--- src/rtl/counter_cascade_monitor_pkg.sv ---
// Shared encodings and default widths for the counter cascade monitor.
// Mode values mirror the upstream 4-bit counter's mode input.
package counter_cascade_monitor_pkg;

    typedef enum logic [1:0] {
        MODE_UP0  = 2'b00,
        MODE_DOWN = 2'b01,
        MODE_UP1  = 2'b10,
        MODE_LOAD = 2'b11
    } mode_e;

    typedef enum logic {
        IDLE  = 1'b0,
        ARMED = 1'b1
    } meter_state_e;

    localparam int unsigned DEFAULT_PERIOD_W = 8;
    localparam int unsigned DEFAULT_HI_W     = 12;

endpackage

--- src/rtl/counter_cascade_monitor_period_meter.sv ---
// Measures cycles between rco pulses and holds one result for a
// valid/ready consumer, flagging saturation and dropped measurements.
module period_meter
    import counter_cascade_monitor_pkg::*;
#(
    parameter int unsigned PERIOD_W = DEFAULT_PERIOD_W
) (
    input  logic                clk,
    input  logic                reset,
    input  logic                rco,
    input  logic                load,
    input  logic                period_ready,
    output logic [PERIOD_W-1:0] period,
    output logic                period_valid,
    output logic                timeout,
    output logic                overflow
);

    meter_state_e        state;
    logic [PERIOD_W-1:0] count;
    logic                emit;

    assign emit = (state == ARMED) && rco && !load;

    always_ff @(posedge clk or negedge reset) begin
        if (!reset) begin
            state        <= IDLE;
            count        <= '0;
            period       <= '0;
            period_valid <= 1'b0;
            timeout      <= 1'b0;
            overflow     <= 1'b0;
        end else begin
            if (load) begin
                state <= IDLE;
                count <= '0;
            end else begin
                case (state)
                    IDLE: begin
                        if (rco) begin
                            state <= ARMED;
                            count <= PERIOD_W'(1);
                        end
                    end
                    ARMED: begin
                        if (rco) begin
                            count <= PERIOD_W'(1);
                        end else if (&count[PERIOD_W-1:1]) begin
                            // count is max-1 or max: pin at max and flag
                            count   <= '1;
                            timeout <= 1'b1;
                        end else begin
                            count <= count + PERIOD_W'(1);
                        end
                    end
                    default: begin
                        state <= IDLE;
                        count <= '0;
                    end
                endcase
            end

            if (emit && (!period_valid || period_ready)) begin
                period       <= count;
                period_valid <= 1'b1;
            end else if (emit) begin
                overflow <= 1'b1;
            end else if (period_valid && period_ready) begin
                period_valid <= 1'b0;
            end
        end
    end

endmodule

--- src/rtl/counter_cascade_monitor.sv ---
// Extends the 4-bit counter into a registered 16-bit cascaded count and
// reports the interval between ripple-carry pulses.
module counter_cascade_monitor
    import counter_cascade_monitor_pkg::*;
#(
    parameter int unsigned PERIOD_W = DEFAULT_PERIOD_W,
    parameter int unsigned HI_W     = DEFAULT_HI_W
) (
    input  logic                clk,
    input  logic                reset,
    input  logic                enable,
    input  logic [1:0]          mode,
    input  logic                rco,
    input  logic                load,
    input  logic [3:0]          Q,
    output logic [HI_W+3:0]     Q_ext,
    output logic [PERIOD_W-1:0] period,
    output logic                period_valid,
    input  logic                period_ready,
    output logic                timeout,
    output logic                overflow
);

    mode_e           mode_s;
    logic [HI_W-1:0] hi;
    logic [HI_W-1:0] hi_next;

    assign mode_s = mode_e'(mode);
    // The high part lives only in Q_ext; a separate hi register would be a copy.
    assign hi     = Q_ext[HI_W+3:4];

    always_comb begin
        hi_next = hi;
        if (load || (mode_s == MODE_LOAD)) begin
            hi_next = '0;
        end else if (enable && rco) begin
            hi_next = (mode_s == MODE_DOWN) ? hi - HI_W'(1) : hi + HI_W'(1);
        end
    end

    always_ff @(posedge clk or negedge reset) begin
        if (!reset) begin
            Q_ext <= '0;
        end else begin
            Q_ext <= {hi_next, Q};
        end
    end

    period_meter #(
        .PERIOD_W (PERIOD_W)
    ) u_period_meter (
        .clk          (clk),
        .reset        (reset),
        .rco          (rco),
        .load         (load),
        .period_ready (period_ready),
        .period       (period),
        .period_valid (period_valid),
        .timeout      (timeout),
        .overflow     (overflow)
    );

endmodule

--- config.mk ---
export PLATFORM = sky130hd
export DESIGN_NAME = counter_cascade_monitor
export DESIGN_NICKNAME = d
export VERILOG_FILES = /design/src/rtl/counter_cascade_monitor_pkg.sv /design/src/rtl/counter_cascade_monitor_period_meter.sv /design/src/rtl/counter_cascade_monitor.sv
export SDC_FILE = /design/constraint.sdc
export NUM_CORES = 1
export LEC_CHECK = 0
export BUFFER_PORTS_ARGS = -buffer_cell sky130_fd_sc_hd__buf_4
export CAP_MARGIN = 20
export CORE_MARGIN = 2
export CORE_UTILIZATION = 30
export CTS_CLUSTER_SIZE = 10
export DETAILED_ROUTE_END_ITERATION = 10
export PLACE_DENSITY = 0.45
export REMOVE_ABC_BUFFERS = 1
export SKIP_CTS_REPAIR_TIMING = 1
export SKIP_LAST_GASP = 1
export SYNTH_ARGS = -nofsm -noshare
export SYNTH_HDL_FRONTEND = slang
export SYNTH_SLANG_ARGS = --single-unit
--- constraint.sdc ---
create_clock -name clk -period 3.1 [get_ports clk]
set_clock_uncertainty 0.15 [all_clocks]
set_input_delay 0.155 -clock clk [delete_from_list [all_inputs] [get_ports clk]]
set_output_delay 0.155 -clock clk [all_outputs]
set_load 0.05 [all_outputs]
After elaboration in Yosys (flattened, before gate mapping) --
Cells that the tools add are included.
Operators by class: add/sub/neg operators 3, eq/ne operators 4, muxes and demuxes 14, bitwise operators 4, reductions and logical operators 15
Operator list (number):
- two-way mux 12 bit | 3
- two-way mux 8 bit | 4
- one-hot mux 8 bit (2 select lines) | 1
- adder 12 x 1 -> 12 bit (second input constant) | 1
- subtractor 12 x 1 -> 12 bit (second input constant) | 1
- AND reduction 10 bit | 1
- adder 8 x 1 -> 8 bit (second input constant) | 1
- AND reduction 7 bit | 1
- two-way mux 1 bit | 6
- logical AND 1 bit | 5
- NOT 1 bit | 4
- AND reduction 2 bit | 2
- nonzero test 2 bit | 2
- inequality test 3 bit (second input constant) | 1
- equality test 2 x 1 -> 1 bit (second input constant) | 1
- equality test 2 bit (second input constant) | 1
- zero test 1 bit | 2
- logical OR 1 bit | 2
- inequality test 2 bit (second input constant) | 1
Storage, ports and cells: register bits 36, bits of input ports 12, output and inout bits 27, logic and storage cells 48

Logic depth before layout (Yosys ltp) --
Gate-level depths: netlist (run 1).
word-level depth 5, mapped depth 9, mapped depth without buffers 8

Modules after synthesis --
A second synthesis (run 1) with hierarchy kept.
Unflattened totals: cells, all modules 184, area total of the unflattened synthesis 1929.4 um^2
Modules (own cells, without submodules):
- counter_cascade_monitor | times used 1, cells an instance 115, area each 1061.0 um^2, sequential area each 400.4 um^2
- period_meter | times used 1, cells an instance 69, area each 868.3 um^2, sequential area each 500.5 um^2

Worst setup path after synthesis (run 1) --
No wires, ideal clock.
path type reg-to-reg, start register Q_ext[5], end register Q_ext[14], library setup time 0.077 ns, arrival time 2.140 ns, data required time 2.873 ns, setup slack 0.733 ns, stages on the path, launching flop included 9, path buffers 1, period minus slack after synthesis 2.367 ns, cells stage by stage dfrtp_1 buf_4 xnor2_1 ha_1 nor3_1 and2_1 o31ai_1 or4_1 o21ai_1
On the way: word-level cells in the longest chain between the ends 4, elaborated cells on any way between the ends 5, those cells by class add/sub (2); mux (3)
RTL lines:
- from (decl) | line counter_cascade_monitor.sv:16 | output logic [HI_W+3:0] Q_ext,
- from (signal assigned) | line counter_cascade_monitor.sv:45 | Q_ext <= {hi_next, Q};
- adder 12 x 1 -> 12 bit or subtractor 12 x 1 -> 12 bit (tied branches) | line counter_cascade_monitor.sv:37 | hi_next = (mode_s == MODE_DOWN) ? hi - HI_W'(1) : hi + HI_W'(1);
- two-way mux 12 bit (*) | line counter_cascade_monitor.sv:37
- two-way mux 12 bit (*) | line counter_cascade_monitor.sv:36 | end else if (enable && rco) begin
- two-way mux 12 bit (*) | line counter_cascade_monitor.sv:34 | if (load || (mode_s == MODE_LOAD)) begin
Every way passes the cells marked *; elsewhere a longest branch is shown, timed or not. The select of a mux whose other input is x is not followed. A chain may end at the register's enable or synchronous reset.

Worst setup path in the final report (run 1) --
Same ends and word-level chain as after synthesis.

==> results, run 1 <==
- The cell accounting for the most synthesized area is dfrtp_1.
- The TritonCTS sink count is 36.
- The leakage power is 1.09 nW.
- In this run, synthesis produced a sequential element count of 36.
- The number of antenna violations at the first check in global routing is 0.
- TritonCTS built the clock tree.
- The congestion estimate from routability-driven global placement came to 0.768.
- The time the worst path needs with I/O delays and setup is 2270 ps.
- The diode insertion count for antenna repair is 0.
- The sequential element share of the synthesized area is 48.1%.
- Ranked by total cell area, the synthesized netlist is headed by dfrtp_1 (48%), mux2_1 (4.8%), a21oi_1 (4.5%).
- By area, the combinational part of the netlist is dominated by simple AND/OR/NAND/NOR gates.
- The global-route total usage across every layer is 13.3%.
- The count of filler cells inserted in the layout is 605.
- Port buffering added 38 buffers.
- Leaving out fill and tap cells, the most frequent cells in the layout are buf_4 (38), dfrtp_1 (36), nor2_1 (20), a21oi_1 (17), nand2_1 (14).
- For this design, the slowest cell found on the critical path is dfrtp_1.
- The later-pin clock latency in the skew report is 280 ps.
- The global-route met2 utilization is 18.9%.
- The number of pins exceeding their max-slew limit in the final report is 0.
- In this run the biggest area consumer among cell types represents 48.1% of the synthesized area.
- During synthesis, Yosys emitted a total of 0 warnings.
- The average instance in the mapped netlist occupies 9.81 µm².
- The top fanout value on the critical path is 11.
- The placeable core region is 5990 µm².
- The worst path arrival time is 2320 ps.
- The layout overhead on the synthesized area is 26.8%.
- The analysis attributes to net switching a power of 0.000316 W.
- The worst min-delay path class is input pin to flip-flop.
- The share of power burned in the clock network is 37.2%.
- At the pin with the least slew margin, the transition time is 729 ps.
- The part of the cycle the worst path needs is 73.1%.
- The iteration count of the initial detailed-routing pass is 4.
- The internal power contribution is 0.000792 W.
- The number of DRC markers in iteration 0 is 109.
- In the routed layout, each cell is associated on average with a via count of 5.03.
- Summing the areas of all fa, ha and maj instances in the mapped netlist gives 2.00% of the synthesized area.
- The final instance count without filler cells is 309.
- The I/O pin count is 39.
- The final count of negative-setup-slack endpoints is 0.
- The maximum ir drop on the vdd rail is 0.245 mV.
- The most common cell after layout, fill and taps aside is buf_4.
- Headroom to the max-slew limit came out at 51.3%.
- The pin count of the biggest net entering global routing is 37.
- The switching part of the total power is 28.5%.
- Summing the areas of all compound-gate instances in the mapped netlist gives 14.4% of the synthesized area.
- Synthesis handed over a netlist of 191 instances.
- The post-CTS clock slew at the launch and capture registers of the worst setup and hold paths is 80 ps.
- The number of antenna-violating nets in the routed design is 0.
- The number of remaining DRC errors is 0.
- The storage element area is 901 µm².
- The die covers 6900 µm².
- The H-tree depth is 2.
- The height of the die is 83.0 µm.
- Dividing the detail-routed wire length by the instance count gives 14.3 µm.
- The post-synthesis mux area share is 4.81%.
- The type of origin of the critical path is a flip-flop.
- Row generation in the floorplan step produced 28 rows.
- The number of violations of the max-capacitance limit is 0.
- The total CTS buffers is 5.
- The global-route layer with the greatest usage is met1.
- The element type at the critical path end is a flip-flop.
- The flow ran to the end, and the final reports show no timing, DRC or antenna violations.
- Traced cell by cell, the critical path runs through xnor2_1 > ha_1 > nor3_1 > and2_1 > o31ai_1 > or4_1 > o21ai_1.
- CTS placed an instance of clkbuf_8 at the clock tree root.
- The maximum clock frequency is 441 MHz.
- The largest buffer count on any clock path is 2.
- The category of the most critical setup path is flip-flop to flip-flop.
- The HPWL reported at the end of detailed placement is 3020 µm.
- The first-pass GRT wire length is 7650 µm.
- At the end of the flow, the number of nets in the layout was 248.
- The total vias in the final route is 1,553.
- The share of total power dissipated in sequential elements is 46.1%.
- The total negative slack for setup checks is 0 ps.
- In the synthesized netlist the async set-or-reset flop fraction comes to 100%.
- Combinational logic is responsible for 16.7% of the overall power.
- The x dimension of the die is 83.0 µm.
- Dividing total power by cell area gives a power density of 466 nW/µm².
- The worst endpoint required time is 3160 ps.
- In the global route stage, met3 resource usage came out at 4.08%.
- The fraction of layout cells with a size suffix above 1 is 21.8%.
- The number of buffer and inverter stages on the critical path is 0.
- The overall power after layout is 0.00111 W.
- On the worst path, the slowest cell contributes a delay of 500 ps.
- The area of the multi-input gates is 907 µm².
- The count of flip-flops with a built-in enable after synthesis is 0.
- The number of hold violations in the final report is 0.
- The number of global-route vias before repair is 1,517.
- The largest delay contributor family on the critical path is simple AND/OR/NAND/NOR gates.
- Once the floorplan was initialized, standard cells occupied 31.3% of the core.
- The post-synthesis cell area is 1870 µm².
- Setup repair after global routing left no endpoint under its margin.
- After Yosys synthesis, and, or, nand and nor cells account for 23.0% of the synthesized area.
- Global routing finished with a remaining overflow of 0.
- The total wirelength of the detailed-routed design is 4410 µm.
- After detailed placement, the design holds a cell count of 294.
- Of the total synthesized cell area, the portion taken by XOR and XNOR cells is 4.21%.
- The most used flip-flop cell after synthesis is dfrtp_1.
- The fraction of met1 tracks used by global routing is 19.8%.
- Yosys mapped the design onto 46 distinct sky130hd cell types.
[worst paths after layout]
check,depth (start not counted),startpoint,slack [ps],endpoint
worst max-delay path,7,Q_ext[5],830,Q_ext[14]
worst min-delay path,3,period_ready,20,u_period_meter.period_valid
worst max register to register,7,Q_ext[5],830,Q_ext[14]
worst min register to register,1,u_period_meter.timeout,340,u_period_meter.timeout
max in group asynchronous,2,reset,2250,u_period_meter.period[0]
min in group asynchronous,2,reset,210,u_period_meter.period[5]
[state kept, by name, summed over array words and instances (netlist names)]
register,count
u_period_meter.state,1
u_period_meter.count,8
Q_ext,16
u_period_meter.overflow,1
u_period_meter.timeout,1
u_period_meter.period,8
u_period_meter.period_valid,1
[routing by layer]
layer / up-vias / part of all wire [%] / routed length, µm
met1: 732 / 52 / 2280
met5: - / 0 / 0
met3: 5 / 4.8 / 211
met2: 35 / 43 / 1890
li1: 781 / - / -
met4: 0 / 0.70 / 31
[power groups by stage]
stage / Combinational, W / Clock [W] / Sequential (W)
2_1_floorplan: 0.0000590 / 0 / 0.000571
4_1_cts: 0.000181 / 0.000434 / 0.000510
3_5_place_dp: 0.000180 / 0 / 0.000519
3_3_place_gp: 0.000180 / 0 / 0.000520
5_1_grt: 0.000201 / 0.000457 / 0.000514
6_report: 0.000185 / 0.000413 / 0.000510
[worst register-to-register path: cells and delay by family, from the launching register on]
family | cells | cell delay, ps
fa+ha+maj | 1 | 250
flops | 1 | 500
compound gates | 2 | 180
xor+xnor | 1 | 180
simple gates | 3 | 940
[cell usage after synthesis, drive strengths merged (3+ instances only)]
master and number:
a21oi 18, and2 5, and3 4, and4 3
buf 6, clkbuf 4, dfrtp 36, ha 3
mux2 8, nand2 15, nand3 10, nand4 3
nor2 20, nor3 5, o21ai 8, or3 3
or4 4, xnor2 8
[cell families (layout without fill, tap and decap cells)]
logic type,after synthesis,in the layout
adders and majority gates,3,3
AOI/OAI and AO/OA,43,43
muxes,8,8
xor gates and xnor gates,9,9
DFF,36,36
buffers and inverters,12,55
and+or+nand+nor,80,80
[final cells by class]
| cell class | instances | area share [%] |
|---|---|---|
| Inverter | 2 | 0.316 |
| Clock buffer | 5 | 2.90 |
| Sequential cell | 36 | 37.9 |
| Multi-Input combinational cell | 143 | 38.2 |
| Tap cell | 75 | 3.95 |
| Timing Repair Buffer | 45 | 15.0 |
| Clock inverter | 3 | 1.79 |
[through the flow]
step	instance area [µm²]	util [%]	hold slack [ps]	worst slack, ps
6_report	2380	39.7	18.1	833
5_1_grt	2380	39.7	39.0	610
4_1_cts	2310	38.5	-312	853
3_5_place_dp	2190	36.6	3.26	763
3_3_place_gp	2190	36.6	3.31	808
2_1_floorplan	1820	-	-291	746
Note: power is estimated with default switching activity, not from simulation.
==> run 2: changes to the inputs <==
==> constraint.sdc (replaced) <==
create_clock -name clk -period 2.3 [get_ports clk]
set_clock_uncertainty 0.15 [all_clocks]
set_input_delay 0.115 -clock clk [delete_from_list [all_inputs] [get_ports clk]]
set_output_delay 0.115 -clock clk [all_outputs]
set_load 0.05 [all_outputs]
==> run 2 against run 1 <==
Compared with the run above: the run now ends with negative hold slack left; power rose by 28%; first-iteration DRC count is 3.7% higher; die area stayed put; count of clock-buffer cells in the layout increased by 1; sequential cell count unchanged; maximum frequency grew 10%; cell count up 2.6%; hold slack got worse by 18 ps; core utilization up 0.77 points; global-route usage up 0.37 points; largest power group unchanged.
==> results, run 2 (synthesis results as in run 1) <==
- The worst path arrival time is 2130 ps (-190 ps).
- The diode insertion count for antenna repair is 0 (unchanged).
- The internal power contribution is 0.000995 W (+26%).
- The top fanout value on the critical path is 8 (-3).
- The most common cell after layout, fill and taps aside is buf_4.
- The number of antenna violations at the first check in global routing is 0 (unchanged).
- The highest cell delay on the worst timing path is 560 ps (+60 ps).
- The height of the die came to 83.0 µm (unchanged).
- The I/O pin count is 39 (unchanged).
- The fraction of power consumed by sequential logic is 48.3% (+2.2 points).
- The maximum clock frequency is 486 MHz (+10%).
- The ratio of routed vias to standard cells is 5.06 (+0.61%).
- The finished layout cell area is 2420 µm² (+1.9%).
- The part of the cycle the worst path needs is 89.5% (+16 points).
- The number of pins exceeding their max-slew limit in the final report is 0 (unchanged).
- The number of violations of the max-capacitance limit is 0 (unchanged).
- The count of filler cells inserted in the layout came to 586 (-3.1%).
- The remaining global-route overflow is 0 (unchanged).
- The placed standard-cell area was 2240 µm² (+2.1%).
- The final count of negative-setup-slack endpoints came to 0 (unchanged).
- The initial core utilization is 31.3% (unchanged).
- The worst reg2reg path depth came to 6 (-1).
- The worst relative slew slack was 68.0% (+17 points).
- The TritonCTS clock tree is done.
- The largest delay contributor family on the critical path is simple AND/OR/NAND/NOR gates.
- The TritonCTS sink count is 36 (unchanged).
- The first-pass GRT wire length is 7710 µm (+0.81%).
- The total wirelength of the detailed-routed design is 4680 µm (+6.1%).
- The pin count of the biggest net entering global routing came to 37 (unchanged).
- The slowest stage of the critical path is the dlygate4sd3_1 cell.
- Traced cell by cell, the critical path runs through and4_1 > nand3_1 > nand3_1 > o21ai_1 > a21oi_1 > dlygate4sd3_1.
- The flow ran to the end, but the final reports show violations.
- The internal reg-to-reg setup slack was 240 ps (-590 ps).
- The number of flip-flops in the largest register is 16 (unchanged).
- The number of global-route vias before repair is 1,520 (+0.20%).
- In this design, the critical path's most frequently occurring cell is nand3_1.
- The H-tree depth came to 2 (unchanged).
- The number of standard-cell rows in the floorplan is 28 (unchanged).
- The switching part of the total power was 29.8% (+1.2 points).
- The category of the most critical setup path is flip-flop to flip-flop.
- The overall power after layout is 0.00142 W (+28%).
- The power spent charging and discharging nets is 0.000422 W (+33%).
- The global-route total usage across every layer is 13.7% (+0.37 points).
- The final reports fail on negative hold slack.
- The register with the highest flop count is Q_ext.
- The number of remaining DRC errors was 0 (unchanged).
- The post-CTS clock slew at the launch and capture registers of the worst setup and hold paths is 70 ps (about the same).
- The placeable core region was 5990 µm² (unchanged).
- The time the worst path needs with I/O delays and setup is 2060 ps (-207 ps).
- The number of DRC markers in iteration 0 is 113 (+3.7%).
- The core occupancy in the finished layout is 40.4% (+0.77 points).
- The number of antenna-violating nets in the routed design came to 0 (unchanged).
- The number of buffer and inverter stages on the critical path is 1 (+1).
- The final weighted congestion of routability-driven global placement is 0.774 (+0.76%).
- The total CTS buffers is 5 (unchanged).
- The endpoint identified for the worst register-to-register timing path is u_period_meter.count[0].
- The iteration count of the initial detailed-routing pass is 4 (unchanged).
- The area of the die is 6900 µm² (unchanged).
- The later-pin clock latency in the skew report is 280 ps (about the same).
- The power density over the cells is 585 nW/µm² (+25%).
- The detailed-route wire length per cell is 14.8 µm (+3.4%).
- The layout overhead on the synthesized area is 29.2%.
- The worst-margin pin slew is 480 ps (-248 ps).
- The number of cells on the worst hold path came to 4 (+1).
- The fraction of layout cells with a size suffix above 1 was 23.6% (+1.8 points).
- STA classifies the critical path endpoint as a flip-flop.
- The number of hold violations in the final report is 1 (+1).
- The startpoint identified for the worst register-to-register timing path is u_period_meter.count[2].
- In this run the worst setup path begins at u_period_meter.count[2].
- The total number of nets in the final design is 256 (+3.2%).
- The worst min-delay path class is input pin to flip-flop.
- The worst endpoint required time is 2370 ps (-790 ps).
- The count of input and output buffers is 38 (unchanged).
- The total vias in the final route is 1,603 (+3.2%).
- The x dimension of the die is 83.0 µm (unchanged).
- The worst hold slack is -0.130 ps (-18.2 ps).
- The HPWL reported at the end of detailed placement is 3090 µm (+2.4%).
- CTS placed an instance of clkbuf_8 at the clock tree root.
- The maximum ir drop on the vdd rail is 0.280 mV (+14%).
- The relative contribution of combinational cells to total power is 18.8% (+2.1 points).
- In the final layout, the registers with the most flip-flops are Q_ext: 16 flops, u_period_meter.count: 8 flops, u_period_meter.period: 8 flops.
- Leaving out fill and tap cells, the most frequent cells in the layout are buf_4 (44), dfrtp_1 (36), nor2_1 (20), a21oi_1 (17), nand2_1 (14).
- The leakage power was 1.13 nW (+3.4%).
- In this run the most critical hold path is launched from mode[1].
- The largest buffer count on any clock path is 2 (unchanged).
- Setup repair after global routing left no endpoint under its margin.
- For hold timing, the worst endpoint is Q_ext[14].
- The type of origin of the critical path is a flip-flop.
- The share of power burned in the clock network is 32.9% (-4.3 points).
-- run 2: routing by layer --
| layer | vias to the layer above | GRT usage [%] | part of all wire (%) |
|---|---|---|---|
| li1 | 795 | - | - |
| met1 | 767 | 20.0 | 54 |
| met2 | 39 | 19.6 | 42 |
| met3 | 2 | 4.67 | 4.4 |
| met4 | 0 | 3.13 | 0.49 |
| met5 | - | 0 | 0 |
-- run 2: through the flow --
step                      worst slack (ps)  std cells  TNS (ps)
after global placement                 258        300         0
final                                  240        317         0
after detailed placement               216        300         0
after floorplan                      -53.8        181     -53.8
after CTS                              250        308         0
after global routing                  37.2        317         0
-- run 2: cell type report --
cell class              instances  area, µm²  area share (%)
clock inverters                 2       10.0           0.413
repair buffers                 53        420            17.4
inverters                       2       7.51           0.310
well taps                      75       93.8            3.87
flip-flops and latches         36        901            37.2
multi-input cells             143        907            37.4
clock buffers                   6       82.6            3.41
-- run 2: worst min-delay path, stage by stage --
cell and delay, ps:
buf_4 90, a21oi_1 80, nand2_1 70, o21ai_1 50
-- run 2: worst max path at each step --
stage | endpoint | slack (ps) | cells past startpoint
3_5_place_dp | Q_ext[14] | 220 | 9
5_1_grt | Q_ext[14] | 40 | 7
4_1_cts | Q_ext[14] | 250 | 7
2_1_floorplan | Q_ext[14] | -50 | 7
3_3_place_gp | Q_ext[14] | 260 | 9
6_report | u_period_meter.count[0] | 240 | 6
-- run 2: power by group through the flow --
stage	clock network, W	logic (W)	registers [W]
3_5_place_dp	0	0.000256	0.000696
6_report	0.000466	0.000266	0.000684
5_1_grt	0.000517	0.000288	0.000688
2_1_floorplan	0	0.0000795	0.000769
4_1_cts	0.000490	0.000256	0.000683
3_3_place_gp	0	0.000256	0.000696
